File: src/rtl/snoop_response_unit_pkg.sv
`default_nettype none
// ============================================================================
// Package     : snoop_pkg
// Description : Shared types, bus-operation codes, address-nibble hit
//               patterns and the result-merge helper for the snoop
//               response unit.
// Revision    : 1.0 - initial release
// ============================================================================
package snoop_pkg;

  // Snoop result encoding; 2'b11 is never produced
  typedef enum logic [1:0] {
    NOHIT = 2'b00,
    HIT   = 2'b01,
    HITM  = 2'b10
  } snoop_result_t;

  // Bus operation codes
  localparam int BUS_READ       = 1;
  localparam int BUS_WRITE      = 2;
  localparam int BUS_INVALIDATE = 3;
  localparam int BUS_RWIM       = 4;

  // Address nibbles at which a modelled peer reports a hit
  localparam logic [3:0] HIT_NIB_A  = 4'h2;
  localparam logic [3:0] HIT_NIB_B  = 4'h8;
  localparam logic [3:0] HITM_NIB_A = 4'h4;
  localparam logic [3:0] HITM_NIB_B = 4'hC;

  // Priority merge of two peer answers: HITM beats HIT beats NOHIT
  function automatic snoop_result_t merge(input snoop_result_t a,
                                          input snoop_result_t b);
    if (a == HITM || b == HITM) begin
      return HITM;
    end else if (a == HIT || b == HIT) begin
      return HIT;
    end
    return NOHIT;
  endfunction

endpackage
`default_nettype wire

File: src/rtl/snoop_response_unit_peer_decode.sv
`default_nettype none
// ============================================================================
// Module      : snoop_peer_decode
// Description : Combinational answer of one modelled peer cache for a
//               single snoop: address nibble + bus op + enable -> result.
// Revision    : 1.0 - initial release
// ============================================================================
module snoop_peer_decode
  import snoop_pkg::*;
#(
  parameter int OP_WIDTH = 8
) (
  input  logic [3:0]          nibble_i,
  input  logic [OP_WIDTH-1:0] op_i,
  input  logic                enable_i,
  output snoop_result_t       result_o
);

  logic op_snooped;

  // Only reads, invalidates and read-with-intent-to-modify probe the peer;
  // writes and unknown codes always answer NOHIT.
  always_comb begin
    result_o   = NOHIT;
    op_snooped = (op_i == OP_WIDTH'(BUS_READ))       ||
                 (op_i == OP_WIDTH'(BUS_INVALIDATE)) ||
                 (op_i == OP_WIDTH'(BUS_RWIM));
    if (enable_i && op_snooped) begin
      if (nibble_i == HIT_NIB_A || nibble_i == HIT_NIB_B) begin
        result_o = HIT;
      end else if (nibble_i == HITM_NIB_A || nibble_i == HITM_NIB_B) begin
        result_o = HITM;
      end
    end
  end

endmodule
`default_nettype wire

File: src/rtl/snoop_response_unit.sv
`default_nettype none
// ============================================================================
// Module      : snoop_response_unit
// Description : Decodes each accepted snoop request across NUM_PEERS
//               modelled peers, queues the merged answer in a FIFO and
//               presents it RESP_LATENCY edges later on a valid/ready port.
// Revision    : 1.0 - initial release
// ============================================================================
module snoop_response_unit
  import snoop_pkg::*;
#(
  parameter int ADDR_WIDTH   = 32,
  parameter int OP_WIDTH     = 8,
  parameter int NUM_PEERS    = 4,
  parameter int FIFO_DEPTH   = 4,
  parameter int RESP_LATENCY = 2
) (
  input  logic                             clk,
  input  logic                             rst_n,
  input  logic                             snoop_enable,
  input  logic [NUM_PEERS-1:0]             peer_mask,
  input  logic                             req_valid,
  output logic                             req_ready,
  input  logic [ADDR_WIDTH-1:0]            req_addr,
  input  logic [OP_WIDTH-1:0]              req_op,
  output logic                             resp_valid,
  input  logic                             resp_ready,
  output logic [ADDR_WIDTH-1:0]            resp_addr,
  output logic [1:0]                       resp_result,
  output logic [2*NUM_PEERS-1:0]           resp_peer_result,
  output logic                             resp_illegal,
  output logic [$clog2(FIFO_DEPTH+1)-1:0]  pending_count
);

  localparam int PTR_W = $clog2(FIFO_DEPTH);
  localparam int CNT_W = $clog2(FIFO_DEPTH + 1);
  localparam int AGE_W = (RESP_LATENCY > 0) ? $clog2(RESP_LATENCY + 1) : 1;
  localparam logic [AGE_W-1:0] AGE_MAX  = AGE_W'(RESP_LATENCY);
  localparam logic [CNT_W-1:0] CNT_FULL = CNT_W'(FIFO_DEPTH);

  // ---------------------------------------------------------------- decode
  snoop_result_t                peer_res [NUM_PEERS];
  snoop_result_t                merged;
  logic [2*NUM_PEERS-1:0]       peer_vec;
  logic                         illegal;

  for (genvar c = 0; c < NUM_PEERS; c++) begin : g_peer
    logic [3:0] nib;
    // Each peer sees the address nibble rotated by its index (4-bit wrap)
    assign nib = req_addr[3:0] + 4'(c);

    snoop_peer_decode #(
      .OP_WIDTH (OP_WIDTH)
    ) u_dec (
      .nibble_i (nib),
      .op_i     (req_op),
      .enable_i (snoop_enable && peer_mask[c]),
      .result_o (peer_res[c])
    );
  end

  // Pack per-peer answers and fold them into one bus result
  always_comb begin
    merged   = NOHIT;
    peer_vec = '0;
    for (int c = 0; c < NUM_PEERS; c++) begin
      peer_vec[2*c +: 2] = peer_res[c];
      merged             = merge(merged, peer_res[c]);
    end
  end

  assign illegal = !((req_op == OP_WIDTH'(BUS_READ))       ||
                     (req_op == OP_WIDTH'(BUS_WRITE))      ||
                     (req_op == OP_WIDTH'(BUS_INVALIDATE)) ||
                     (req_op == OP_WIDTH'(BUS_RWIM)));

  // ------------------------------------------------------------------ FIFO
  logic [ADDR_WIDTH-1:0]  addr_q [FIFO_DEPTH];
  logic [1:0]             res_q  [FIFO_DEPTH];
  logic [2*NUM_PEERS-1:0] peer_q [FIFO_DEPTH];
  logic                   ill_q  [FIFO_DEPTH];
  logic [AGE_W-1:0]       age_q  [FIFO_DEPTH];

  logic [PTR_W-1:0] wr_ptr_q, wr_ptr_d;
  logic [PTR_W-1:0] rd_ptr_q, rd_ptr_d;
  logic [CNT_W-1:0] count_q,  count_d;
  logic             push, pop;

  assign req_ready  = (count_q != CNT_FULL);
  assign push       = req_valid && req_ready;
  assign resp_valid = (count_q != '0) && (age_q[rd_ptr_q] == AGE_MAX);
  assign pop        = resp_valid && resp_ready;

  // Next-state for pointers and occupancy; pointers wrap at power-of-two depth
  always_comb begin
    wr_ptr_d = wr_ptr_q;
    rd_ptr_d = rd_ptr_q;
    count_d  = count_q;
    if (push) begin
      wr_ptr_d = wr_ptr_q + PTR_W'(1);
    end
    if (pop) begin
      rd_ptr_d = rd_ptr_q + PTR_W'(1);
    end
    case ({push, pop})
      2'b10:   count_d = count_q + CNT_W'(1);
      2'b01:   count_d = count_q - CNT_W'(1);
      default: count_d = count_q;
    endcase
  end

  // Pointer and occupancy registers
  always_ff @(posedge clk or negedge rst_n) begin
    if (!rst_n) begin
      wr_ptr_q <= '0;
      rd_ptr_q <= '0;
      count_q  <= '0;
    end else begin
      wr_ptr_q <= wr_ptr_d;
      rd_ptr_q <= rd_ptr_d;
      count_q  <= count_d;
    end
  end

  // Entry ages: cleared on write, otherwise count up to the latency and hold
  always_ff @(posedge clk or negedge rst_n) begin
    if (!rst_n) begin
      for (int i = 0; i < FIFO_DEPTH; i++) begin
        age_q[i] <= '0;
      end
    end else begin
      for (int i = 0; i < FIFO_DEPTH; i++) begin
        if (push && (wr_ptr_q == PTR_W'(i))) begin
          age_q[i] <= '0;
        end else if (age_q[i] < AGE_MAX) begin
          age_q[i] <= age_q[i] + AGE_W'(1);
        end
      end
    end
  end

  // Payload storage; needs no reset because outputs are gated by resp_valid
  always_ff @(posedge clk) begin
    if (push) begin
      addr_q[wr_ptr_q] <= req_addr;
      res_q[wr_ptr_q]  <= merged;
      peer_q[wr_ptr_q] <= peer_vec;
      ill_q[wr_ptr_q]  <= illegal;
    end
  end

  // Head outputs read as zero whenever no response is presented
  assign resp_addr        = resp_valid ? addr_q[rd_ptr_q] : '0;
  assign resp_result      = resp_valid ? res_q[rd_ptr_q]  : 2'b00;
  assign resp_peer_result = resp_valid ? peer_q[rd_ptr_q] : '0;
  assign resp_illegal     = resp_valid ? ill_q[rd_ptr_q]  : 1'b0;
  assign pending_count    = count_q;

endmodule
`default_nettype wire

File: config.mk
export PLATFORM = sky130hd
export DESIGN_NAME = snoop_response_unit
export DESIGN_NICKNAME = d
export VERILOG_FILES = /design/src/rtl/snoop_response_unit_pkg.sv /design/src/rtl/snoop_response_unit_peer_decode.sv /design/src/rtl/snoop_response_unit.sv
export SDC_FILE = /design/constraint.sdc
export NUM_CORES = 1
export LEC_CHECK = 0
export BUFFER_PORTS_ARGS = -buffer_cell sky130_fd_sc_hd__buf_2
export CORE_ASPECT_RATIO = 0.5
export CORE_MARGIN = 1.5
export CORE_UTILIZATION = 57
export CTS_CLUSTER_DIAMETER = 80
export DETAILED_ROUTE_END_ITERATION = 16
export PLACE_DENSITY = 0.77
export SLEW_MARGIN = 10
export SYNTH_ARGS = -nofsm -noshare
export SYNTH_HDL_FRONTEND = slang
export SYNTH_SLANG_ARGS = --single-unit
File: constraint.sdc
create_clock -name clk -period 2.7 [get_ports clk]
set_clock_uncertainty 0.15 [all_clocks]
set_input_delay 0.81 -clock clk [delete_from_list [all_inputs] [get_ports clk]]
set_output_delay 0.81 -clock clk [all_outputs]
set_load 0.005 [all_outputs]
==> results of run 1 <==
layout make-up:
type / count / area [um2] / share of cell area (%)
clock buffer: 18 / 429 / 4.69
clock inverter: 14 / 178 / 1.94
inverter: 9 / 33.8 / 0.370
multi-input combinational: 176 / 1960 / 21.5
sequential: 187 / 5550 / 60.7
tap: 170 / 213 / 2.33
timing repair buffer: 119 / 782 / 8.55
report_power, final:
part | switching (uW) | internal (uW) | leakage (uW) | total [uW]
combinational | 1960 | 2050 | 0.00130 | 4010
sequential | 225 | 3860 | 0.00173 | 4090
clock | 1120 | 1410 | 0.000296 | 2530
synthesized netlist by cell type, types with 2 or more instances:
cell / count / area share (%)
xor2_1: 8 / 0.93
and3_1: 4 / 0.33
edfxtp_1: 172 / 69
inv_1: 9 / 0.45
nand3_1: 5 / 0.33
dfrtp_1: 15 / 5.0
clkbuf_1: 8 / 0.40
nand4_1: 2 / 0.17
xnor2_1: 4 / 0.47
o21ai_0: 2 / 0.13
nor2b_1: 45 / 3.7
mux4_2: 44 / 13
nor2_1: 27 / 1.3
nand2_1: 6 / 0.30
nand2b_1: 4 / 0.33
mux2_2: 2 / 0.30
ha_1: 8 / 1.3
buf_2: 6 / 0.40
per-stage QoR:
step / utilization (%) / TNS, ps
final: 71.6 / -13670
after global routing: 71.6 / -17710
after CTS: 70.9 / -13460
after detailed placement: 65.6 / 0
after global placement: 65.6 / 0
after floorplan: - / 0
cell families (layout without fill, tap and decap cells):
group	Yosys count	in the layout	synth area share, %
flip-flops	187	187	73.7
AND/OR/NAND/NOR	102	102	7.53
XOR/XNOR	13	13	1.75
adder cells (fa/ha/maj)	9	9	1.60
buffers and inverters	23	160	1.25
multiplexers	46	46	13.5
AO/OA/AOI/OAI	6	6	0.650
layer usage:
metal  track usage [%]  vias up
met5                 0        -
met4              8.12        0
met3              3.80       19
met2              34.9      108
met1              28.9     2025
li1                  -     1753
registers in the layout (all words and copies together) (netlist names):
name	flops
addr_q	128
peer_q	32
age_q	8
res_q	8
ill_q	4
pending_count	3
rd_ptr_q	2
wr_ptr_q	2
worst max path at each step:
stage,start,end,slack [ps],depth (start not counted)
2_1_floorplan,req_valid,addr_q[3][0]$_DFFE_PP_,220,1
3_3_place_gp,age_q[0]$_DFFE_PN0P_,resp_result[0],60,6
3_5_place_dp,age_q[0]$_DFFE_PN0P_,resp_result[0],20,6
4_1_cts,age_q[6]$_DFFE_PN0P_,resp_addr[4],-350,6
5_1_grt,age_q[6]$_DFFE_PN0P_,resp_addr[18],-440,6
6_report,age_q[2]$_DFFE_PN0P_,resp_peer_result[3],-350,6
critical path: stages, from the launching register on:
cell and delay (ps):
dfrtp_1 410, nand2b_4 140, mux4_2 460, nand2b_4 210
buf_12 180, nor2b_2 140, buf_2 120
repair_timing:
action                     4_1_cts  5_1_grt
hold endpoints to repair         0        0
setup endpoints to repair       44       44
resized for setup               14        5
setup buffers                    2        2
cloned                           0        3
==> impl_metrics.csv, run 1 <==
group,metric,value,unit
pwr,p_total,10600,uW
floorplanning,initial_core_util,58.8,%
global_routing,grt_use_total,21.2,%
place,place_area,0.00838,mm2
sta,min_period,3050,ps
global_routing,grt_pass1_wl,21.5,mm
finish,antennaDiodeCount,0,
critical_path,cp.required,1740,ps
clock_network,holdBufCountCts,0,
finish,drive_gt1_share,42.4,%
finish,layout_commonest_cell,"edfxtp_1",
sta,fmax,0.327,GHz
hold_path,worstHoldPathType,"in -> async",
sta,fin_crit_sh,113,%
critical_path,reg2regPathDepth,9,
sta,whs,139,ps
floorplanning,rows,29,
logic_synthesis,yosysUniqueCellTypes,33,
route,drc,0,
floorplanning,fp.dieW,165,um
run_status,violations,"setup timing",
clock_network,cts_buffer_depth,2,
route,met3_wirelength,521,um
sta,maxSlewViolCount,0,
clock_network,cts-root-buf,"clkbuf_16",
place,dpl.cell_count,654,
pwr,leakagePower,0.00332,uW
sta,max-slew-margin-rel,66.7,%
critical_path,cp-end-kind,"output port",
floorplanning,dieArea,0.0139,mm2
logic_synthesis,synth_fp_nets,444,
sta,setup_violations,44,
sta,worstMarginPinSlew,499,ps
sta,rsz0062_at_grt,"true",
flow_run,drv_cap,0,
global_routing,grt_max_degree,46,
logic_synthesis,ys_seq_elements,187,
pwr,p_per_area,1160,mW/mm2
route,highest_layer,"met4",
finish,areaGrowthSynthToFinish,21.7,%
place,place_ws,20.4,ps
route,drtIter0Drc,298,
clock_network,cts.reportedPaths.clkPinSlew,70,ps
route,ant_nets,0,
logic_synthesis,synth_edf_count,172,
floorplanning,coreArea,0.0128,mm2
logic_synthesis,syn_area,0.00751,mm2
route,viasPerCell,5.63,
sta,hold_viol_final,0,
route,drt-met1-wl,6.33,mm
critical_path,cp-start-kind,"flop",
floorplanning,fp.dieH,84.2,um
clock_network,cts.sinks,187,
route,dr.pass1.iters,4,
finish,fin_nets,568,
critical_path,crit_fanout,18,
critical_path,crit_type,"reg -> out",
finish,fin_cells,693,
logic_synthesis,synth-async-reset-ratio,8.02,%
logic_synthesis,yosysSeqAreaShare,73.7,%
logic_synthesis,yosysWarnings,0,
sta,finalWorstSetupSlack,-355,ps
floorplanning,io_pins,97,
global_routing,grt-ovfl-total,0,
route,vias,3905,
logic_synthesis,ys.flop_type,"edfxtp_1",
route,wl_met2,7.04,mm
finish,nFillCells,814,
logic_synthesis,syn_inst,386,
pwr,ir_drop,0.000680,V
clock_network,htreeDepth,4,
clock_network,worst_skew_pair.late_latency,420,ps
clock_network,numCtsBuffers,17,
critical_path,r2r-end,"pending_count[2]$_DFFE_PN0P_",
run_status,status,"finished, violations left",
global_routing,antenna_found_initial,0,
logic_synthesis,avgSynthCellArea,19.5,um2
finish,stdcell_area,0.00914,mm2
place,hpwl,8.40,mm
route,routed_wirelength,14.1,mm
route,wl_per_cell,20.3,um
place,numPortBuffers,96,
place,gp_congestion,0.756,
clock_network,cts_tree,"yes",
global_routing,grt_pass1_vias,4090,
critical_path,rrSetupSlack,160,ps
critical_path,critical_path_arrival,2090,ps
finish,final_cell_mix,"172 x edfxtp_1, 96 x buf_2, 44 x mux4_2",
critical_path,regToRegStartpoint,"age_q[2]$_DFFE_PN0P_",
Power figures use the tool's default switching activity.
==> inputs of run 2 (changes only) <==
--- a/config.mk
+++ b/config.mk
@@ -8,5 +8,7 @@
 export BUFFER_PORTS_ARGS = -buffer_cell sky130_fd_sc_hd__buf_2
+export CELL_PAD_IN_SITES_DETAIL_PLACEMENT = 2
+export CELL_PAD_IN_SITES_GLOBAL_PLACEMENT = 2
 export CORE_ASPECT_RATIO = 0.5
 export CORE_MARGIN = 1.5
-export CORE_UTILIZATION = 57
+export CORE_UTILIZATION = 43
 export CTS_CLUSTER_DIAMETER = 80
==> constraint.sdc (replaced) <==
create_clock -name clk -period 2.7 [get_ports clk]
set_clock_uncertainty 0.15 [all_clocks]
set_input_delay 0.405 -clock clk [delete_from_list [all_inputs] [get_ports clk]]
set_output_delay 0.405 -clock clk [all_outputs]
set_load 0.005 [all_outputs]
==> run 2 against run 1 <==
Compared with the run above:
- count of clock-buffer cells in the layout rose by 1
- design area fell by 0.70%
- the flow still finishes with violations (setup timing)
- wire length rose by 31%
==> impl_metrics.csv, run 2 (same netlist as run 1, synthesis figures left out) <==
group,metric,value,unit
run_status,status,"finished, violations left",
run_status,violations,"setup timing",
finish,largest-register,"addr_q",
place,place_area,0.00839,mm2
route,wl_per_cell,24.7,um
floorplanning,io_pins,97,
sta,hold_viol_final,0,
route,met3_wirelength,830,um
sta,setup_violations,2,
place,hpwl,12.0,mm
route,highest_layer,"met4",
global_routing,grt-ovfl-total,0,
route,ant_nets,0,
finish,stdcell_area,0.00908,mm2
finish,largest_reg_flops,128,
pwr,ir_drop,0.000653,V
sta,fmax,0.368,GHz
global_routing,grt_pass1_wl,28.2,mm
route,drtIter0Drc,272,
clock_network,cts.sinks,187,
floorplanning,fp.dieH,96.5,um
floorplanning,rows,33,
global_routing,antenna_found_initial,1,
clock_network,numCtsBuffers,17,
critical_path,crit_fanout,13,
route,vias,3945,
route,dr.pass1.iters,4,
finish,top_regs,"addr_q: 128 flops, peer_q: 32 flops",
route,viasPerCell,5.29,
critical_path,cp-start-kind,"flop",
place,place_ws,95.6,ps
sta,max-slew-margin-rel,65.8,%
global_routing,grt_pass1_vias,4534,
route,routed_wirelength,18.4,mm
critical_path,cp-end-kind,"output port",
floorplanning,initial_core_util,44.9,%
finish,fin_nets,564,
sta,maxSlewViolCount,0,
route,drc,0,
finish,drive_gt1_share,42.2,%
critical_path,reg2regPathDepth,10,
hold_path,whs_path_depth,1,
critical_path,cp.depth,6,
place,gp_congestion,0.698,
finish,layout_commonest_cell,"edfxtp_1",
global_routing,grt_max_degree,46,
critical_path,crit_type,"reg -> out",
hold_path,worstHoldPathType,"in -> reg",
critical_path,slowest_stage,"mux4_2",
finish,final_cell_mix,"172 x edfxtp_1, 96 x buf_2, 44 x mux4_2",
sta,min_period,2710,ps
critical_path,critical_path_arrival,2160,ps
sta,rsz0062_at_grt,"true",
clock_network,worst_skew_pair.late_latency,430,ps
sta,fin_crit_sh,101,%
floorplanning,dieArea,0.0183,mm2
flow_run,drv_cap,0,
place,numPortBuffers,96,
finish,areaGrowthSynthToFinish,20.8,%
sta,worstMarginPinSlew,513,ps
floorplanning,fp.dieW,190,um
clock_network,cts_tree,"yes",
clock_network,htreeDepth,4,
floorplanning,coreArea,0.0167,mm2
critical_path,cp_cell_sequence,"nand2b_1 -> mux4_2 -> nand2b_4 -> buf_6 -> nor2b_1 -> buf_2",
critical_path,cp.required,2140,ps
critical_path,crit_buf_inv,2,
pwr,p_total,10500,uW
finish,antennaDiodeCount,0,
clock_network,cts-root-buf,"clkbuf_16",
pwr,p_per_area,1160,mW/mm2
critical_path,path_delay_family,"simple AND/OR/NAND/NOR gates",
clock_network,cts.reportedPaths.clkPinSlew,70,ps
critical_path,max_stage_delay,490,ps
pwr,leakagePower,0.00323,uW
clock_network,cts_buffer_depth,2,
sta,finalWorstSetupSlack,-14.1,ps
global_routing,grt_use_total,21.9,%
finish,fin_util,54.3,%
route,wl_met2,9.34,mm
route,drt-met1-wl,8.09,mm
[run 2: cell count changes in the layout (fill, tap and decap cells not counted), moves of 2 or more]
cell / before / now
buf_12: 8 / 6
nor2b_1: 35 / 33
clkinvlp_4: 1 / 3
inv_8: 4 / 0
nor2b_4: 6 / 1
buf_4: 11 / 9
nor2b_2: 4 / 11
[run 2: layer usage]
metal / global-route usage [%] / vias to the layer above
met5: 0 / -
met4: 6.88 / 0
met3: 3.72 / 16
met2: 38.3 / 84
met1: 28.6 / 2106
li1: - / 1739
[run 2: final timing paths]
path / from / end / slack [ps]
min in group asynchronous: rst_n / wr_ptr_q[1]$_DFFE_PN0P_ / 280
max: age_q[4]$_DFFE_PN0P_ / resp_addr[25] / -10
min: req_addr[4] / addr_q[0][4]$_DFFE_PP_ / 40
max reg2reg: age_q[4]$_DFFE_PN0P_ / pending_count[2]$_DFFE_PN0P_ / 90
min reg2reg: pending_count[2]$_DFFE_PN0P_ / pending_count[2]$_DFFE_PN0P_ / 390
max in group asynchronous: rst_n / rd_ptr_q[0]$_DFFE_PN0P_ / 1790
[run 2: what timing repair did]
action,CTS,global route
setup buffers,5,0
gates resized for setup,13,8
gates cloned,0,0
hold endpoints to repair,15,0
hold buffers,1,0
setup endpoints to repair,44,44
[run 2: per-stage QoR]
step / setup TNS [ps] / cells / hold WS (ps)
CTS: -6.43 / 746 / 19.9
detailed placement: 0 / 708 / 204
global route: -2540 / 746 / 25.2
finish: -28.1 / 746 / 41.8
global placement: 0 / 708 / 194
floorplan: 0 / 386 / -40.6
[run 2: where the power goes]
group          total (uW)  switching, uW  internal, uW
Sequential           4130            265          3870
Clock                2390           1120          1280
Combinational        3970           2020          1940
[run 2: area by class of cell]
type / instances / area, um2
fillers: 1490 / 7640
clock inverters: 13 / 119
multi-input cells: 176 / 1950
repair buffers: 115 / 712
inverters: 9 / 33.8
flip-flops and latches: 187 / 5550
well taps: 227 / 284
clock buffers: 19 / 433
==> inputs of run 3 (changes only) <==
ABC_AREA = 1   (was default)
CORE_UTILIZATION = 39   (was 43)
PLACE_DENSITY = 0.78   (was 0.77)
==> run 3 against run 2 <==
Compared with the run above:
- the flow now finishes without violations
- flip-flop and latch count is the same
- synthesized cell count increased by 77%
- utilization fell by 6.6 points
- critical path type unchanged
==> impl_metrics.csv, run 3 <==
group,metric,value,unit
route,dr.pass1.iters,4,
logic_synthesis,yosysUniqueCellTypes,28,
place,dpl.cell_count,1030,
finish,layout_commonest_cell,"nor2_1",
critical_path,cp.required,2140,ps
logic_synthesis,ys_seq_elements,187,
floorplanning,dieArea,0.0212,mm2
logic_synthesis,synth_compound_area_share,10.5,%
route,drc,0,
finish,areaGrowthSynthToFinish,18.4,%
finish,nFillCells,1997,
place,place_ws,173,ps
logic_synthesis,yosys.area.top_type,"edfxtp_1",
logic_synthesis,yosysMostFrequentCell,"nor2_1",
sta,worstMarginPinSlew,556,ps
critical_path,slowest_stage,"dfrtp_4",
clock_network,cts.reportedPaths.clkPinSlew,70,ps
logic_synthesis,syn_area,0.00793,mm2
sta,setup_tns,0,ps
logic_synthesis,netlist_top_cells_count,"189 x nor2_1, 172 x edfxtp_1, 94 x o21ai_0",
critical_path,crit_buf_inv,3,
logic_synthesis,yosysSeqAreaShare,69.9,%
place,gp_congestion,0.778,
finish,antennaDiodeCount,0,
critical_path,cp-end-kind,"output port",
finish,fin_util,47.7,%
logic_synthesis,yosys.area_share.simple,12.9,%
route,drtIter0Drc,255,
global_routing,antenna_found_initial,0,
pwr,leakagePower,0.00364,uW
route,vias,5419,
sta,fmax,0.381,GHz
logic_synthesis,synthAdderAreaFrac,1.52,%
floorplanning,coreArea,0.0197,mm2
pwr,ir_drop,0.000522,V
sta,setup_violations,0,
route,wl_per_cell,20.6,um
run_status,status,"finished clean",
route,ant_nets,0,
sta,rsz0062_at_grt,"true",
logic_synthesis,avgSynthCellArea,11.6,um2
logic_synthesis,synth-async-reset-ratio,8.02,%
sta,min_period,2620,ps
sta,whs,42.8,ps
critical_path,regToRegStartpoint,"rd_ptr_q[0]$_DFFE_PN0P_",
logic_synthesis,syn_inst,682,
clock_network,cts.sinks,187,
global_routing,grt_use_total,21.5,%
logic_synthesis,ys.flop_type,"edfxtp_1",
finish,drive_gt1_share,23.7,%
logic_synthesis,synth_mux_area_share,0,%
clock_network,worst_skew_pair.late_latency,430,ps
global_routing,grt_pass1_wl,34.3,mm
critical_path,critical_path_arrival,2070,ps
clock_network,htreeDepth,4,
clock_network,post_cts_buffers,0,
sta,maxSlewViolCount,0,
critical_path,path_delay_family,"flip-flops",
logic_synthesis,synth_top_area_share,65.2,%
critical_path,cp-start-kind,"flop",
clock_network,cts_tree,"yes",
floorplanning,rows,36,
logic_synthesis,synth_edf_count,172,
global_routing,grt_max_degree,64,
critical_path,max_stage_delay,530,ps
global_routing,grt-ovfl-total,0,
clock_network,numCtsBuffers,17,
sta,fin_crit_sh,97.1,%
route,met3_wirelength,436,um
finish,largest-register,"addr_q",
place,hpwl,14.3,mm
route,wl_met2,11.4,mm
route,viasPerCell,5.10,
finish,fin_cells,1063,
flow_run,drv_cap,0,
critical_path,crit_start,"rd_ptr_q[0]$_DFFE_PN0P_",
floorplanning,fp.dieH,104,um
logic_synthesis,yosysWarnings,0,
route,routed_wirelength,21.9,mm
logic_synthesis,synth_top_family_by_area,"simple AND/OR/NAND/NOR gates",
critical_path,cp_cell_sequence,"inv_6 -> nand3b_1 -> o211ai_1 -> nand3_4 -> buf_4 -> a21oi_2 -> buf_2",
pwr,p_per_area,1150,mW/mm2
critical_path,crit_fanout,14,
finish,largest_reg_flops,128,
finish,fin_nets,842,
floorplanning,io_pins,97,
route,drt-met1-wl,9.89,mm
global_routing,grt_pass1_vias,6065,
finish,top_regs,"addr_q: 128 flops, peer_q: 32 flops",
logic_synthesis,synth_xor_area_share,0.884,%
sta,hold_viol_final,0,
critical_path,crit_type,"reg -> out",
place,numPortBuffers,96,
logic_synthesis,synth.area.top_cells,"edfxtp_1 65%, nor2_1 8.9%, o21ai_0 5.9%",
clock_network,cts_buffer_depth,2,
clock_network,cts-root-buf,"clkbuf_16",
finish,final_cell_mix,"189 x nor2_1, 172 x edfxtp_1, 96 x buf_2",
route,highest_layer,"met4",
sta,max-slew-margin-rel,62.6,%
logic_synthesis,synth_fp_nets,740,
sta,finalWorstSetupSlack,78.6,ps
floorplanning,initial_core_util,40.3,%
hold_path,hp-start,"req_addr[30]",
floorplanning,fp.dieW,205,um
hold_path,worstHoldPathType,"in -> reg",
run 3: cell count changes in the layout (fill, tap and decap cells not counted), moves of 33 or more:
cell,delta
nand2_1,+40
o21ai_0,+92
nor2b_1,-33
nor2_1,+163
mux4_2,-44
a21oi_2,+34
run 3: stage by stage:
step / area, um2 / total power, uW
6_report: 9390 / 10800
5_1_grt: 9390 / 11400
4_1_cts: 9370 / 10900
3_5_place_dp: 8800 / 8430
3_3_place_gp: 8800 / 8130
2_1_floorplan: 7930 / 6620
run 3: kinds of logic (layout without fill, tap and decap cells):
family / Yosys count / in the layout
DFF: 187 / 187
AOI/OAI and AO/OA: 142 / 142
and+or+nand+nor: 259 / 259
xor gates and xnor gates: 8 / 8
buffers and inverters: 77 / 192
adders and majority gates: 9 / 9
run 3: area by class of cell:
| type | count | area, um2 | share of cell area [%] |
|---|---|---|---|
| Clock buffer | 18 | 429 | 4.57 |
| Inverter | 44 | 170 | 1.81 |
| Multi-Input combinational cell | 418 | 2070 | 22.1 |
| Timing Repair Buffer | 116 | 716 | 7.63 |
| Sequential cell | 187 | 5550 | 59.1 |
| Clock inverter | 14 | 119 | 1.27 |
| Tap cell | 266 | 333 | 3.55 |
run 3: power by group:
| part | switching [uW] | internal, uW | leakage (uW) |
|---|---|---|---|
| Combinational | 2880 | 1460 | 0.00159 |
| Sequential | 236 | 3800 | 0.00178 |
| Clock | 1120 | 1270 | 0.000264 |
| Total | 4240 | 6540 | 0.00364 |
run 3: what timing repair did:
| item | in CTS | in global routing |
|---|---|---|
| hold buffers | 1 | 0 |
| setup endpoints to repair | 22 | 7 |
| resized for setup | 2 | 5 |
| endpoints found under the hold margin | 15 | 0 |
run 3: per-layer routing:
layer	vias up	track usage [%]
met5	-	0
met4	0	5.36
met3	14	2.96
met2	81	38.7
met1	2779	27.2
li1	2545	-
run 3: final timing paths:
check | end | slack [ps] | cells after the start
min in group asynchronous | wr_ptr_q[1]$_DFFE_PN0P_ | 270 | 2
max | resp_result[0] | 80 | 7
min reg2reg | pending_count[0]$_DFFE_PN0P_ | 350 | 1
min | addr_q[2][30]$_DFFE_PP_ | 40 | 1
max in group asynchronous | rd_ptr_q[0]$_DFFE_PN0P_ | 1810 | 2
max reg2reg | pending_count[2]$_DFFE_PN0P_ | 170 | 11
